`config.mk`:
```
export PLATFORM = sky130hd
export DESIGN_NAME = systolic_pe
export DESIGN_NICKNAME = d
export VERILOG_FILES = /design/src/rtl/systolic_pe.sv
export SDC_FILE = /design/constraint.sdc
export NUM_CORES = 1
export LEC_CHECK = 0
export ABC_AREA = 1
export BUFFER_PORTS_ARGS = -buffer_cell sky130_fd_sc_hd__buf_2
export CORE_AREA = 3 3 40 42
export DETAILED_ROUTE_END_ITERATION = 12
export DIE_AREA = 0 0 43 45
export PLACE_DENSITY_LB_ADDON = 0.3
export SETUP_SLACK_MARGIN = 0.3
export SLEW_MARGIN = 40
export SYNTH_ARGS = -nofsm -noshare
export SYNTH_HDL_FRONTEND = slang
export SYNTH_SLANG_ARGS = --single-unit
```
`constraint.sdc`:
```
create_clock -name clk -period 1.65 [get_ports clk]
set_clock_uncertainty 0.05 [all_clocks]
set_input_delay 0.2475 -clock clk [delete_from_list [all_inputs] [get_ports clk]]
set_output_delay 0.2475 -clock clk [all_outputs]
set_load 0.005 [all_outputs]
```
`src/rtl/systolic_pe.sv`:
```
// Binary-CNN systolic processing element: XNOR match of activation/weight added
// (saturating) to the upstream partial sum, with activation/weight forwarded.
module systolic_pe #(
  parameter int SUM_WIDTH = 4
) (
  input  logic                 clk,
  input  logic                 reset,
  input  logic                 valid_in,
  input  logic                 in_bit,
  input  logic                 weight_bit,
  input  logic [SUM_WIDTH-1:0] partial_sum_in,
  output logic [SUM_WIDTH-1:0] partial_sum_out,
  output logic                 valid_out,
  output logic                 in_bit_out,
  output logic                 weight_bit_out
);

  localparam logic [SUM_WIDTH-1:0] SUM_MAX = '1;

  logic [SUM_WIDTH-1:0] sum_q, sum_d;
  logic                 valid_q, valid_d;
  logic                 in_q, in_d;
  logic                 w_q, w_d;
  logic                 match;

  // Data registers only load on valid, so idle-cycle inputs never reach the outputs.
  always_comb begin
    match   = ~(in_bit ^ weight_bit);
    sum_d   = sum_q;
    in_d    = in_q;
    w_d     = w_q;
    valid_d = 1'b0;
    if (valid_in) begin
      valid_d = 1'b1;
      in_d    = in_bit;
      w_d     = weight_bit;
      if (match && (partial_sum_in != SUM_MAX))
        sum_d = partial_sum_in + SUM_WIDTH'(1);
      else
        sum_d = partial_sum_in;
    end
  end

  always_ff @(posedge clk or negedge reset) begin
    if (!reset) begin
      sum_q   <= '0;
      valid_q <= 1'b0;
      in_q    <= 1'b0;
      w_q     <= 1'b0;
    end else begin
      sum_q   <= sum_d;
      valid_q <= valid_d;
      in_q    <= in_d;
      w_q     <= w_d;
    end
  end

  assign partial_sum_out = sum_q;
  assign valid_out       = valid_q;
  assign in_bit_out      = in_q;
  assign weight_bit_out  = w_q;

endmodule

```
# [Word level (Yosys, flattened, before mapping)]
# Index checks and enable logic that the tools add are counted.
[word_totals] register_bits=7 in_bits=9 output_inout_bits=7 wordCells=11
[op_classes] n_addsub=1 eq_ne=1 muxes=2 n_bitwise=2 n_reduce_logical=1
[ops] cell="4-bit by 1-bit adder with 4-bit output, second input constant" count=1
[ops] cell="4-bit 2-to-1 mux" count=1
[ops] cell="4-bit != test, second input constant" count=1
[ops] cell="1-bit logical AND" count=1
[ops] cell="1-bit 2-to-1 mux" count=1
[ops] cell="1-bit inverter" count=1
[ops] cell="1-bit XOR" count=1

# [Depth between registers and ports, before layout]
# Gate-level depths: netlist of the first run.
[depth] ltp_word=4 depth_mapped=8 depth_no_buf=8

# [Least setup slack after synthesis of the first run]
# Ideal clock, no wire load.
[synth_timing] path_type="input to register" from="in partial_sum_in[0]" to="reg sum_q[2] (netlist: partial_sum_out[2])" setup_ps=117 t_arrival_ps=861 t_required_ps=1483 setup_slack_ps=621 path_stages=7 path_buffers=0 cell_sequence="ha_1 -> nand2_1 -> nor2_2 -> nor2_2 -> nand2_1 -> nand3_1 -> nand2_1"
[synth_between] elab_chain_len=3 elab_cells_between_ends=4 cone_classes="add/sub (1); eq/ne (1); mux (1); reduce/logical (1)"
[synth_rtl] item="from (decl)" line="11" text="input logic [SUM_WIDTH-1:0] partial_sum_in,"
[synth_rtl] item="branches (longest 2 deep; another with 4-bit by 1-bit adder with 4-bit output)"
[synth_rtl] item="4-bit 2-to-1 mux (*)" line="37" text="if (match && (partial_sum_in != SUM_MAX))"
[synth_rtl] item="to (signal assigned)" line="51" text="sum_q <= sum_d;"
[synth_rtl] item="to (decl)" line="20" text="logic [SUM_WIDTH-1:0] sum_q, sum_d;"
# Mark *: on every way between the ends.
# A chain may end at the register's enable or synchronous reset.

# [Worst setup path in the final report of the first run]
[layout_timing] from="reg sum_q[3] (netlist: partial_sum_out[3])" to="out partial_sum_out[3]"
[layout_lines] item="to (decl)" line="12" text="output logic [SUM_WIDTH-1:0] partial_sum_out,"
# No word-level cell between the ends.

==> results.sh, run 1 <==
export IMPL_outcome="complete, no violations"
export IMPL_gr_usage_met2_pct=13.17
export IMPL_worstMarginPinSlew_ns=0.2024
export IMPL_post_route_drc_count=0
export IMPL_wirelength_um=731
export IMPL_worstPathRequired_ns=1.35
export IMPL_design_area_um2=514.2
export IMPL_std_cell_rows=13
export IMPL_p_leak_nw=0.3045
export IMPL_tritoncts="yes"
export IMPL_seq_area_frac_synth_pct=45.60
export IMPL_root_buffer="clkbuf_4"
export IMPL_setup_violations=0
export IMPL_setup_tns_ns=0
export IMPL_die_width_um=43
export IMPL_viasPerCell=4.205
export IMPL_numCtsBuffers=3
export IMPL_final_common_cell="nand2_1"
export IMPL_gp_congestion=0.7704
export IMPL_synthTopCellsByArea="dfrtp_1 (46%), nand2_1 (22%), inv_1 (7.8%)"
export IMPL_grt_pass1_vias=324
export IMPL_max_freq_mhz=954.4
export IMPL_floorplan_core_area_um2=1285
export IMPL_arrival_ns=0.75
export IMPL_vias=370
export IMPL_critPathKind="register to primary output"
export IMPL_synth_top_area_share_pct=45.60
export IMPL_start_util_pct=29.89
export IMPL_grt_max_degree=9
export IMPL_max_stage_delay_ns=0.38
export IMPL_cp_num_buf_inv=1
export IMPL_whs_ns=0.1367
export IMPL_grt_pass1_wl_mm=1.255
export IMPL_avgSynthCellArea_um2=7.248
export IMPL_grt_overflow_total=0
export IMPL_cts_sinks=7
export IMPL_layout_common_cells="nand2_1 (23), buf_2 (15), inv_1 (8)"
export IMPL_ir_worst_vdd_mv=0.1932
export IMPL_synth_nets=63
export IMPL_crit_slowest_cell="dfrtp_1"
export IMPL_maxCapViolations=0
export IMPL_routedWlPerCell_um=8.307
export IMPL_critPathMaxFanout=2
export IMPL_switching_share_pct=26.66
export IMPL_ys_types=12
export IMPL_antenna_found_initial=0
export IMPL_p_comb_share_pct=19.9
export IMPL_cts_buffer_depth=2
export IMPL_min_path_type="input pin to register"
export IMPL_drt_first_pass_iters=4
export IMPL_yosysWarnings=0
export IMPL_gr_max_usage_layer="met2"
export IMPL_clk_latency_ns=0.25
export IMPL_grt_setup_unrepaired="false"
export IMPL_die_area_um2=1935
export IMPL_period_share_pct=63.50
export IMPL_finalMaxSlewViolations=0
export IMPL_htree_num_levels=1
export IMPL_dpl_cell_area_um2=478.0
export IMPL_ios=16
export IMPL_p_int_w=0.0003209
export IMPL_postCtsHoldBufs=1
export IMPL_path_delay_family="flip-flops"
export IMPL_seq_power_share_pct=45.1
export IMPL_cp_end_kind="primary output"
export IMPL_hpwl_um=599.8
export IMPL_yosysTopAreaCell="dfrtp_1"
export IMPL_netlist_area_um2=384.1
export IMPL_slew_headroom_pct=86.49
export IMPL_syn_instance_count=53
export IMPL_power_density_nw_per_um2=850.9
export IMPL_die_y_um=45
export IMPL_netSwitchingPower_w=0.0001167
export IMPL_finalNetCount=84
export IMPL_drt_iter0_drc=6
export IMPL_use_met3_pct=2.789
export IMPL_hold_violations=0
export IMPL_start_kind="register"
export IMPL_period_needed_ns=1.048
export IMPL_cts_resized=0
export IMPL_post_cts_buffers=0
export IMPL_track_usage_pct=8.893
export IMPL_clkPwrFrac_pct=35.0
export IMPL_final_antenna_net_count=0
export IMPL_port_buffers=15
export IMPL_utilization_pct=40.02
export IMPL_synth_seq_cells=7
export IMPL_grtUsageMet1_pct=10.59
export IMPL_syn2layout_area_growth_pct=33.88
export IMPL_drive_above_1_share_pct=30.14
export IMPL_path_cells="buf_2"
export IMPL_diodes=0
export IMPL_clk_pin_slew_ns=0.05
metrics by stage:
step | power (W) | setup slack (ns) | instances
3_3_place_gp | 0.0002867 | 0.4015 | 83
3_5_place_dp | 0.0002872 | 0.4007 | 83
2_1_floorplan | 0.0002448 | 0.6212 | 53
5_1_grt | 0.0004701 | 0.5688 | 88
6_report | 0.0004376 | 0.6023 | 88
4_1_cts | 0.0004461 | 0.5922 | 88
cells in the mapped netlist, drive strengths merged:
cell type  instances
ha                 1
nand3              5
nand4              1
inv                8
dfrtp              7
nor2               3
o21ai              3
nand2             24
o21bai             1
per-layer routing:
metal / vias up / routed length, µm
met2: 16 / 281
met5: - / 0
li1: 206 / -
met3: 2 / 67
met4: 0 / 16
met1: 146 / 365
kinds of logic (layout without fill, tap and decap cells):
family | count (synthesis) | count (layout) | synth area share, %
AOI/OAI and AO/OA | 4 | 4 | 6.842
adders and majority gates | 1 | 1 | 3.257
buffers and inverters | 8 | 28 | 7.818
DFF | 7 | 7 | 45.60
and+or+nand+nor | 33 | 33 | 36.48
layout make-up:
type                       count  area (µm²)
multi-input combinational     38       178.9
sequential                     7       175.2
tap                           15       18.77
inverter                       8       30.03
fill                         148       770.7
clock buffer                   4       26.28
timing repair buffer          16       85.08
worst paths after layout:
check	start	endpoint	slack, ns	cells after the start
max in group asynchronous	reset	in_bit_out	1.10	2
worst max register to register	weight_bit_out	weight_bit_out	0.99	2
worst min-delay path	valid_in	valid_out	0.14	1
worst min register to register	partial_sum_out[0]	partial_sum_out[0]	0.43	2
worst max-delay path	partial_sum_out[3]	partial_sum_out[3]	0.60	1
min in group asynchronous	reset	partial_sum_out[3]	0.31	2
power by group through the flow:
| stage | Sequential (W) | Combinational [W] | Clock, W |
|---|---|---|---|
| floorplan | 0.000203 | 0.0000420 | 0 |
| global placement | 0.000200 | 0.0000870 | 0 |
| detailed placement | 0.000201 | 0.0000865 | 0 |
| CTS | 0.000198 | 0.0000888 | 0.000159 |
| global route | 0.000200 | 0.000101 | 0.000169 |
| finish | 0.000197 | 0.0000870 | 0.000153 |
registers in the layout, summed over array words and instances (netlist names):
register         cells
partial_sum_out      4
in_bit_out           1
valid_out            1
weight_bit_out       1
Note: power is estimated with default switching activity, not from simulation.
==> run 2: changes to the inputs <==
==> constraint.sdc (replaced) <==
create_clock -name clk -period 0.92 [get_ports clk]
set_clock_uncertainty 0.05 [all_clocks]
set_input_delay 0.138 -clock clk [delete_from_list [all_inputs] [get_ports clk]]
set_output_delay 0.138 -clock clk [all_outputs]
set_load 0.005 [all_outputs]
==> run 2 against run 1 <==
The flow now finishes with violations (setup timing). Final area rose by 28%. Final cell count grew 14%. Via count rose by 9.5%. Sequential power rose by 79%. Highest routed layer unchanged. Worst hold slack worse by 0.12 ns. First-iteration DRC count decreased by 67%.
==> results.sh, run 2 (synthesis gave the netlist of run 1 again) <==
export IMPL_period_needed_ns=0.9328
export IMPL_p_comb_share_pct=29.3
export IMPL_max_stage_delay_ns=0.37
export IMPL_critPathKind="register to primary output"
export IMPL_viasPerCell=4.050
export IMPL_fill_cells=130
export IMPL_ios=16
export IMPL_cts_sinks=7
export IMPL_tritoncts="yes"
export IMPL_grt_overflow_total=0
export IMPL_numCtsBuffers=3
export IMPL_start_util_pct=29.89
export IMPL_path_cells="buf_2"
export IMPL_critPathMaxFanout=2
export IMPL_drt_first_pass_iters=2
export IMPL_period_share_pct=101.4
export IMPL_diodes=0
export IMPL_root_buffer="clkbuf_4"
export IMPL_crit_slowest_cell="dfrtp_1"
export IMPL_die_y_um=45
export IMPL_setup_tns_ns=-0.03138
export IMPL_port_buffers=15
export IMPL_regToRegSetupSlack_ns=0.06
export IMPL_outcome="finished, violations left"
export IMPL_gp_congestion=0.7722
export IMPL_std_cell_rows=13
export IMPL_wirelength_um=809
export IMPL_finalPower_w=0.0008851
export IMPL_maxCapViolations=0
export IMPL_routedWlPerCell_um=8.090
export IMPL_track_usage_pct=10.89
export IMPL_netSwitchingPower_w=0.0002316
export IMPL_grt_pass1_vias=369
export IMPL_hold_violations=0
export IMPL_switching_share_pct=26.16
export IMPL_utilization_pct=51.22
export IMPL_die_area_um2=1935
export IMPL_antenna_found_initial=0
export IMPL_vias=405
export IMPL_path_delay_family="flip-flops"
export IMPL_finalMaxSlewViolations=0
export IMPL_grt_pass1_wl_mm=1.511
export IMPL_finalNetCount=96
export IMPL_syn2layout_area_growth_pct=71.34
export IMPL_cp_num_buf_inv=1
export IMPL_htree_num_levels=1
export IMPL_layout_common_cells="nand2_1 (18), buf_2 (13), buf_4 (10)"
export IMPL_largest_register_ffs=4
export IMPL_worstPathRequired_ns=0.73
export IMPL_hpwl_um=658.4
export IMPL_clk_latency_ns=0.24
export IMPL_drive_above_1_share_pct=48.24
export IMPL_min_path_type="input pin to register"
export IMPL_grt_max_degree=9
export IMPL_post_route_drc_count=0
export IMPL_start_kind="register"
export IMPL_power_density_nw_per_um2=1345
export IMPL_seq_power_share_pct=39.9
export IMPL_arrival_ns=0.74
export IMPL_worstMarginPinSlew_ns=0.2875
export IMPL_ir_worst_vdd_mv=0.5169
export IMPL_floorplan_core_area_um2=1285
export IMPL_clk_pin_slew_ns=0.05
export IMPL_cp_end_kind="primary output"
export IMPL_worst_slack_ns=-0.01282
export IMPL_grt_setup_unrepaired="true"
export IMPL_p_leak_nw=0.3755
export IMPL_slew_headroom_pct=80.81
export IMPL_p_int_w=0.0006535
export IMPL_clkPwrFrac_pct=30.8
export IMPL_final_common_cell="nand2_1"
export IMPL_die_width_um=43
export IMPL_violations="setup timing"
export IMPL_drt_iter0_drc=2
export IMPL_cts_buffer_depth=2
export IMPL_setup_violations=4
export IMPL_max_freq_mhz=1072
export IMPL_final_antenna_net_count=0
==> run 2: cell types whose count changed in the layout (fill, tap and decap cells not counted), moves of 2 or more <==
cell / before / now
buf_2: 15 / 13
nand2_1: 23 / 18
buf_6: 0 / 3
nand2_2: 1 / 6
buf_4: 0 / 10
o21ai_1: 0 / 2
o21ai_0: 2 / 0
==> run 2: path summary, 6_finish.rpt <==
kind | startpoint | cells after the start | endpoint
worst max-delay path | partial_sum_out[2] | 1 | partial_sum_out[2]
worst min-delay path | valid_in | 1 | valid_out
worst max register to register | partial_sum_out[1] | 4 | partial_sum_out[1]
worst min register to register | in_bit_out | 2 | in_bit_out
max in group asynchronous | reset | 2 | weight_bit_out
min in group asynchronous | reset | 2 | valid_out
==> run 2: power groups by stage <==
stage / clock (W) / sequential [W] / combinational, W
after CTS: 0.000294 / 0.000354 / 0.000229
after global placement: 0 / 0.000359 / 0.000181
after floorplan: 0 / 0.000364 / 0.0000819
after global routing: 0.000303 / 0.000356 / 0.000293
final: 0.000273 / 0.000353 / 0.000259
after detailed placement: 0 / 0.000360 / 0.000181
==> run 2: per-stage QoR <==
step           std cells  cell area, µm²  worst slack, ns  hold slack (ns)
6_report             100           658.1         -0.01282          0.01877
5_1_grt              100           658.1         -0.04475          0.02382
4_1_cts               97           624.3         -0.03696         0.006822
3_5_place_dp          88           535.5         -0.08393         -0.07372
3_3_place_gp          88           535.5         -0.07920         -0.07506
2_1_floorplan         53           404.1           0.1136          -0.2076
==> run 2: what timing repair did <==
item	4_1_cts	5_1_grt
hold endpoints to repair	7	0
hold buffers	1	0
gates resized for setup	6	4
cloned	0	0
endpoints found under the setup margin	13	13
buffers inserted	4	3
pin swaps	7	2
==> run 2: final cells by class <==
class / count / area, µm² / share of cell area (%)
repair buffers: 28 / 198.9 / 30.23
inverters: 8 / 30.03 / 4.563
well taps: 15 / 18.77 / 2.852
multi-input cells: 38 / 209.0 / 31.75
flip-flops and latches: 7 / 175.2 / 26.62
clock buffers: 4 / 26.28 / 3.992
==> run 2: per-layer routing <==
layer,wire [µm],vias to the layer above,global-route usage (%)
met5,0,-,0
met4,16,0,10.84
met3,83,2,2.789
met2,338,15,15.57
met1,371,159,12.99
li1,-,229,-
